===== src/rtl/path_walker.sv =====
// Sprite walker along a parametrised monotone polyline with hold, win and rate-limited stepping.
// Optional macro STEP_REPEAT_EN: held buttons auto-repeat every STEP_DIV cycles; otherwise one step per press.
module path_walker #(
  parameter int X_W      = 7,
  parameter int Y_W      = 6,
  parameter int NSEG     = 7,
  parameter logic [(NSEG+1)*X_W-1:0] PATH_X = {7'd92, 7'd71, 7'd71, 7'd47, 7'd47, 7'd23, 7'd23, 7'd2},
  parameter logic [(NSEG+1)*Y_W-1:0] PATH_Y = {6'd61, 6'd61, 6'd45, 6'd45, 6'd29, 6'd29, 6'd13, 6'd13},
  parameter int STEP_DIV = 1,
  parameter int CD_W     = 3
) (
  input  logic                       clk,
  input  logic                       clr,
  input  logic [CD_W-1:0]            cd_cnt,
  input  logic                       btnR,
  input  logic                       btnD,
  input  logic                       btnL,
  input  logic                       btnU,
  output logic [X_W-1:0]             x,
  output logic [Y_W-1:0]             y,
  output logic [$clog2(NSEG+1)-1:0]  seg,
  output logic                       step,
  output logic                       win
);

  localparam int SW = $clog2(NSEG+1);
  localparam logic [SW-1:0] LAST_SEG = SW'(NSEG-1);

  typedef enum logic [1:0] {HOLD, WALK, WIN} state_t;

  state_t         state_reg, state_next;
  logic [X_W-1:0] x_reg, x_next;
  logic [Y_W-1:0] y_reg, y_next;
  logic [SW-1:0]  seg_reg, seg_next;
  logic           step_reg, step_next;
  logic           win_reg, win_next;

  logic [X_W-1:0] pt_x [NSEG+1];
  logic [Y_W-1:0] pt_y [NSEG+1];

  genvar gi;
  generate
    for (gi = 0; gi <= NSEG; gi++) begin : g_pt
      assign pt_x[gi] = PATH_X[gi*X_W +: X_W];
      assign pt_y[gi] = PATH_Y[gi*Y_W +: Y_W];
    end
  endgenerate

  logic r_req, d_req, l_req, u_req;
  logic timer_zero;

`ifdef STEP_REPEAT_EN
  localparam int TW = (STEP_DIV > 1) ? $clog2(STEP_DIV) : 1;
  logic [TW-1:0] timer_reg, timer_next;

  assign {r_req, d_req, l_req, u_req} = {btnR, btnD, btnL, btnU};
  assign timer_zero = (timer_reg == '0);
`else
  logic [3:0] btn_prev_reg;
  logic       unused_step_div;

  // Only rising edges count as requests, so a held button moves exactly once.
  assign {r_req, d_req, l_req, u_req} = {btnR, btnD, btnL, btnU} & ~btn_prev_reg;
  assign timer_zero      = 1'b1;
  assign unused_step_div = (STEP_DIV > 0);

  always_ff @(posedge clk) begin
    if (clr) btn_prev_reg <= '0;
    else     btn_prev_reg <= {btnR, btnD, btnL, btnU};
  end
`endif

  logic [SW-1:0] seg_p1, seg_m1;
  logic at_start, at_goal, horiz, bwd_horiz;
  logic fwd_req, bwd_req, bwd_blocked, active;

  assign seg_p1   = seg_reg + SW'(1);
  assign seg_m1   = seg_reg - SW'(1);
  assign at_start = (x_reg == pt_x[seg_reg]) && (y_reg == pt_y[seg_reg]);
  assign at_goal  = (x_reg == pt_x[NSEG]) && (y_reg == pt_y[NSEG]);
  assign horiz    = ~seg_reg[0];
  // Sitting on a corner, backing up travels along the previous segment's axis.
  assign bwd_horiz   = (at_start && seg_reg != '0) ? seg_reg[0] : ~seg_reg[0];
  assign fwd_req     = horiz ? r_req : d_req;
  assign bwd_req     = bwd_horiz ? l_req : u_req;
  assign bwd_blocked = at_start && (seg_reg == '0);
  assign active      = (fwd_req ^ bwd_req) && !(bwd_req && bwd_blocked);

  always_comb begin
    state_next = state_reg;
    x_next     = x_reg;
    y_next     = y_reg;
    seg_next   = seg_reg;
    step_next  = 1'b0;
    win_next   = win_reg;
`ifdef STEP_REPEAT_EN
    timer_next = '0;
`endif
    case (state_reg)
      HOLD: begin
        x_next   = pt_x[0];
        y_next   = pt_y[0];
        seg_next = '0;
        if (cd_cnt == '0) state_next = WALK;
      end
      WALK: begin
        if (at_goal) begin
          state_next = WIN;
          win_next   = 1'b1;
        end else if (cd_cnt != '0) begin
          state_next = HOLD;
          x_next     = pt_x[0];
          y_next     = pt_y[0];
          seg_next   = '0;
        end else if (active) begin
`ifdef STEP_REPEAT_EN
          timer_next = timer_zero ? TW'(STEP_DIV-1) : timer_reg - TW'(1);
`endif
          if (timer_zero) begin
            step_next = 1'b1;
            if (fwd_req) begin
              if (horiz) x_next = x_reg + X_W'(1);
              else       y_next = y_reg + Y_W'(1);
              if (x_next == pt_x[seg_p1] && y_next == pt_y[seg_p1] && seg_reg != LAST_SEG)
                seg_next = seg_p1;
            end else begin
              if (bwd_horiz) x_next = x_reg - X_W'(1);
              else           y_next = y_reg - Y_W'(1);
              if (at_start) seg_next = seg_m1;
            end
          end
        end
      end
      WIN: begin
        win_next = 1'b1;
      end
      default: state_next = HOLD;
    endcase
  end

  always_ff @(posedge clk) begin
    if (clr) begin
      state_reg <= HOLD;
      x_reg     <= PATH_X[X_W-1:0];
      y_reg     <= PATH_Y[Y_W-1:0];
      seg_reg   <= '0;
      step_reg  <= 1'b0;
      win_reg   <= 1'b0;
    end else begin
      state_reg <= state_next;
      x_reg     <= x_next;
      y_reg     <= y_next;
      seg_reg   <= seg_next;
      step_reg  <= step_next;
      win_reg   <= win_next;
    end
  end

`ifdef STEP_REPEAT_EN
  always_ff @(posedge clk) begin
    if (clr) timer_reg <= '0;
    else     timer_reg <= timer_next;
  end
`endif

  assign x    = x_reg;
  assign y    = y_reg;
  assign seg  = seg_reg;
  assign step = step_reg;
  assign win  = win_reg;

endmodule

===== config.mk =====
export PLATFORM = sky130hd
export DESIGN_NAME = path_walker
export DESIGN_NICKNAME = d
export VERILOG_FILES = /design/src/rtl/path_walker.sv
export SDC_FILE = /design/constraint.sdc
export NUM_CORES = 1
export LEC_CHECK = 0
export CAP_MARGIN = 20
export CORE_UTILIZATION = 40
export CTS_CLUSTER_SIZE = 16
export DETAILED_ROUTE_END_ITERATION = 10
export GPL_ROUTABILITY_DRIVEN = 0
export GPL_TIMING_DRIVEN = 1
export PLACE_DENSITY = 0.65
export SYNTH_ARGS = -nofsm -noshare
export SYNTH_HDL_FRONTEND = slang
export SYNTH_SLANG_ARGS = --single-unit

===== constraint.sdc =====
create_clock -name clk -period 4.1 [get_ports clk]
set_clock_uncertainty 0.1 [all_clocks]
set_input_delay 1.23 -clock clk [delete_from_list [all_inputs] [get_ports clk]]
set_output_delay 1.23 -clock clk [all_outputs]
set_load 0.005 [all_outputs]

### Word level (Yosys, flattened, before mapping)

Memories as Yosys holds them, arrays and structs flattened.
Cells that the tools add are included.

* output and inout port bits: 18
* memory bits (writable): 0
* word-level logic and storage cells: 116
* flip-flop bits (word level): 24
* bits of input ports: 9
* latch bits: 0
* bits in read-only memories: 208
* memories kept: 4

* add/sub/neg operators: 6
* multiply operators: 0
* shift operators: 0
* eq/ne operators: 18
* bitwise gates (word level): 8
* reduce and logical (&&, ||, !) cells: 22
* divide/modulo/power cells: 0
* $lt $le $gt $ge: 2
* mux-type cells: 49

Memory list
* (name not given): depth 8, width 7, read ports 1, clocked after memory_dff 0, write ports 0, line 124 `if (x_next == pt_x[seg_p1] && y_next == pt_y[seg_p1] && seg_reg != LAST_SEG)`
* (name not given): depth 8, width 7, read ports 1, clocked after memory_dff 0, write ports 0, line 79 `assign at_start = (x_reg == pt_x[seg_reg]) && (y_reg == pt_y[seg_reg]);`
* (name not given): depth 8, width 6, read ports 1, clocked after memory_dff 0, write ports 0, line 124
* (name not given): depth 8, width 6, read ports 1, clocked after memory_dff 0, write ports 0, line 79

Operators with widths (count)
* 2-to-1 mux 7 bit: 15
* 2-to-1 mux 6 bit: 15
* 2-to-1 mux 3 bit: 6
* != test 4 bit, second input constant: 4
* equality test 7 bit: 2
* case mux 7 bit (2 select lines): 1
* equality test 6 bit: 2
* case mux 6 bit (2 select lines): 1
* != test 3 bit, second input constant: 3
* greater-or-equal comparator 4 bit, second input constant: 2
* logical AND 1 bit: 8
* inverter 3 -> 4 bit: 2
* AND reduction 4 bit: 2
* adder 7 x 1 -> 7 bit, second input constant: 1
* equality test 7 bit, second input constant: 1
* subtractor 7 x 1 -> 7 bit, second input constant: 1
* adder 6 x 1 -> 6 bit, second input constant: 1
* equality test 6 bit, second input constant: 1
* logical NOT 3 bit: 2
* 2-to-1 mux 2 bit: 3
* != test 2 bit, second input constant: 3
* case mux 2 bit (3 select lines): 1
* case mux 3 bit (2 select lines): 1
* nonzero test 3 bit: 2
* other kinds (18): 25

### Depth between registers and ports, before layout

* word-level depth: 25
* gate-level depth with buffers: 14
* gate-level depth less buffers: 12

### Least setup slack after synthesis

No wires, ideal clock.

* kind: register -> register
* start point: register seg_reg[0], in the netlist seg[0]
* end point: register x_reg[0], in the netlist x[0]
* required time: 3.926 ns
* arrival time: 3.461 ns
* setup time: 0.074 ns
* period minus slack after synthesis: 3.636 ns
* buffers on the path: 2
* stages on the path, launching flop included: 13
* path slack: 0.464 ns
* cells stage by stage: dfxtp_1 -> buf_1 -> inv_1 -> ha_1 -> and2_1 -> a211o_1 -> o221a_4 -> or3_4 -> a211o_1 -> buf_6 -> o311a_1 -> or4_1 -> a31oi_1

* cells in the longest elaborated chain, start to end: 14
* elaborated cells on any way between the ends: 36
* classes of those cells: 4 x eq/ne; 18 x mux; 3 x bitwise; 9 x reduce/logical; 2 x memory

RTL lines
* start: declaration: line 34 `logic [SW-1:0] seg_reg, seg_next;`
* start signal: assignment: line 153 `seg_reg <= seg_next;`
* inverter 3 -> 4 bit (implied by the code): line 79
* memory read (8 x 7 bit) or memory read (8 x 6 bit) (tied branches)
* 2-to-1 mux 7 bit (implied by the code) or 2-to-1 mux 6 bit (tied branches) (2 in series): line 79
* equality test 7 bit or equality test 6 bit (tied branches): line 79
* logical AND 1 bit: line 79
* logical AND 1 bit: line 83 `assign bwd_horiz = (at_start && seg_reg != '0) ? seg_reg[0] : ~seg_reg[0];`
* 2-to-1 mux 1 bit: line 83
* 2-to-1 mux 1 bit: line 85 `assign bwd_req = bwd_horiz ? l_req : u_req;`
* logical AND 1 bit: line 87 `assign active = (fwd_req ^ bwd_req) && !(bwd_req && bwd_blocked);`
* logical NOT 1 bit: line 87
* logical AND 1 bit: line 87
* != test 3 bit (no line)
* AND reduction 4 bit (no line)
* end signal: assignment: line 144 `x_reg <= PATH_X[X_W-1:0];`
* end signal: assignment: line 151 `x_reg <= x_next;`
* end: declaration: line 32 `logic [X_W-1:0] x_reg, x_next;`

Several ways; a longest one is shown, not always the timed one. The select of a mux whose other input is x is not followed.
A chain may end at the register's enable or synchronous reset.

### Worst setup path after layout

Ends and elaborated chain as after synthesis.

==> out/results.ini <==
[timing]
hold_ws_ns = 0.369
fmax_ghz = 0.273
hold_violations = 0
layout_min_cycle_time_ns = 3.66
rsz0062_at_grt = false
tightestPinTransition_ns = 0.680
finalSetupTns_ns = 0
setup_violations = 0
slew_headroom_pct = 54.2
maxSlewViolCount = 0
finalCritPeriodShare_pct = 89.3

[run_status]
status = finished clean

[placement]
io_buffers = 26
dp_hpwl_um = 4730
postPlaceCellArea_um2 = 2660

[floorplanning]
start_util_pct = 42.1
ios = 27
rows = 27
core-area_um2 = 5570
die_w_um = 78.6
die-area_um2 = 6170
fp.dieH_um = 78.6

[pwr]
power.internal_w = 0.000387
power_frac_comb_pct = 9.6
switchingPower_w = 0.000115
pwr_density_cell_nw_per_um2 = 184
p_leak_nw = 1.01
switching_share_pct = 22.9
power_frac_seq_pct = 47.2
peakVddDrop_uv = 97.9
p_clk_share_pct = 43.2

[cts]
clkLatencyLatePin_ns = 0.27
cts_root_buf = clkbuf_8
htreeDepth = 1
post-cts-setup-buffers = 0
clk_pin_slew_worst_paths_ns = 0.09
cts_sinks = 24
cts_buffer_depth = 2
postCtsHoldBufs = 0
cts_made_buffers = 3
cts_resized = 0
tritoncts = yes

[setup_path]
crit_fanout = 10
critPathBufInv = 2
r2r_start = seg[0]$_SDFFE_PP0P_
criticalPathCategory = reg2reg
reg2reg_to = x[0]$_SDFFE_PP0P_
reg2reg_slack_ns = 0.44
cpLargestDelayFamily = simple AND/OR/NAND/NOR gates
ff2ff_path_depth = 11
slowest_stage = or3_4
worstPathArrival_ns = 3.77
crit_path_end_kind = flop
slowest_delay_ns = 0.50
worstPathCellList = inv_1 > buf_4 > ha_1 > and2_1 > o21ai_0 > nand4_1 > or3_4 > a211o_1 > o311a_1 > or4_1 > a31oi_1
required_ns = 4.21
cp-start-kind = flop

[hold_path]
min_path_type = reg2reg
min_from = win$_SDFFE_PP0P_
holdPathEnd = win$_SDFFE_PP0P_
worstHoldPathCells = 1

[logic_synthesis]
synth_cell_type_count = 58
synth_most_common_cell = dfxtp_1
syn_area_um2 = 2340
yosys_most_used_dff = dfxtp_1
synthAdderAreaFrac_pct = 6.94
synth_top_family_by_area = compound AO/OA/AOI/OAI gates
yosysWarnings = 0
synth_async_sr_flop_share_pct = 0
synth_seq_cells = 24
yosys.area_share.xor_xnor_pct = 8.06
synth_enable_flop_cells = 0
muxShareOfSynthArea_pct = 1.28
synthDominantCellAreaShare_pct = 20.5
synth_top_cell_by_area = dfxtp_1
synth_simple_gate_area_share_pct = 28.2
synth_common_cells = dfxtp_1 (24), a21oi_1 (20), nand2_1 (18)
synth.avg_cell_area_um2 = 7.61
synth_compound_area_share_pct = 28.3
synthCells = 308
synth_nets = 330
ys_top_cells_by_area = dfxtp_1 (20%), ha_1 (6.9%), a21oi_1 (4.3%)
seq_area_frac_synth_pct = 20.5

[drt]
first_iter_violations = 183
ant_nets = 0
dr.pass1.iters = 5
post_drt_via_cell_ratio = 6.20
drc = 0
wl_per_cell_um = 16.9
routed_wl_um = 6670
num_vias = 2441

[cells_and_area]
layout-drive-gt1-share_pct = 7.14
final_core_util_pct = 48.9
finish.instance_area_um2 = 2730
syn2layout_area_growth_pct = 16.3
antennaDiodeCount = 0
nNetsFinal = 345
largest_register_ffs = 7

[global_routing]
grt_pass1_vias = 2138
gr-total-overflow = 0
grt_pass1_wl_um = 10700
grtUsageTotal_pct = 22.2
grt_max_degree = 24
antenna_found_initial = 0

[job]
max-cap-violations = 0

## layer usage
| metal | global-route usage, % | share of wire, % | vias to the layer above |
|---|---|---|---|
| met3 | 1.86 | 4.4 | 8 |
| met5 | 0 | 0 | - |
| met1 | 31.0 | 48 | 1181 |
| li1 | - | - | 1182 |
| met4 | 7.22 | 1.2 | 0 |
| met2 | 35.6 | 46 | 70 |
## stage by stage
step / instances / power (W) / worst slack, ns
6_report: 394 / 0.000501 / 0.440
5_1_grt: 394 / 0.000518 / 0.215
4_1_cts: 394 / 0.000507 / 0.468
3_5_place_dp: 390 / 0.000289 / 0.376
3_3_place_gp: 390 / 0.000288 / 0.314
2_1_floorplan: 308 / 0.000271 / 0.464
## worst max-delay path by stage
stage / start / end / slack, ns / cells past startpoint
final: seg[0]$_SDFFE_PP0P_ / x[0]$_SDFFE_PP0P_ / 0.44 / 11
after global routing: seg[0]$_SDFFE_PP0P_ / x[0]$_SDFFE_PP0P_ / 0.22 / 11
after CTS: seg[0]$_SDFFE_PP0P_ / x[0]$_SDFFE_PP0P_ / 0.47 / 11
after detailed placement: btnR / seg[2]$_SDFFE_PP0P_ / 0.38 / 9
after global placement: btnR / seg[0]$_SDFFE_PP0P_ / 0.31 / 9
after floorplan: seg[0]$_SDFFE_PP0P_ / x[0]$_SDFFE_PP0P_ / 0.46 / 12
## power groups by stage
| stage | Clock, W | Combinational (W) | Sequential (W) |
|---|---|---|---|
| 3_3_place_gp | 0 | 0.0000464 | 0.000242 |
| 6_report | 0.000217 | 0.0000482 | 0.000236 |
| 4_1_cts | 0.000222 | 0.0000476 | 0.000237 |
| 5_1_grt | 0.000230 | 0.0000520 | 0.000237 |
| 3_5_place_dp | 0 | 0.0000470 | 0.000242 |
| 2_1_floorplan | 0 | 0.0000292 | 0.000242 |
## layout make-up
| class | count | area, um^2 |
|---|---|---|
| inverter | 14 | 52.6 |
| tap | 72 | 90.1 |
| multi-input combinational | 245 | 1710 |
| clock inverter | 1 | 30.0 |
| sequential | 24 | 480 |
| fill | 547 | 2850 |
| timing repair buffer | 35 | 328 |
| clock buffer | 3 | 41.3 |
## kinds of logic (layout without fill, tap and decap cells)
| group | after synthesis | in the layout |
|---|---|---|
| compound gates | 93 | 93 |
| xor+xnor | 20 | 20 |
| fa+ha+maj | 13 | 13 |
| buf+inv | 39 | 53 |
| flops | 24 | 24 |
| mux | 3 | 3 |
| simple gates | 116 | 116 |
## cell usage in the layout (no fill, tap or decap), types with 3 or more instances in the layout
master and instances:
a211o_1 4, a21o_1 4, a21oi_1 20, a22oi_1 3, a31oi_1 5, a32o_1 5
and2_1 4, and3_1 3, buf_4 9, clkbuf_8 3, clkdlybuf4s50_1 26, dfxtp_1 24
ha_1 13, inv_1 14, mux2i_1 3, nand2_1 18, nand3_1 10, nand4_1 8
nor2_1 16, nor2b_1 10, nor3_1 9, nor3b_1 3, nor4_1 9, nor4b_1 5
o211ai_1 4, o21a_1 3, o21ai_0 17, o311a_1 3, o311ai_0 4, o31ai_1 3
or2_2 3, or3_1 4, or4_1 4, xnor2_1 10, xor2_1 9
Note: power is estimated with default switching activity, not from simulation.
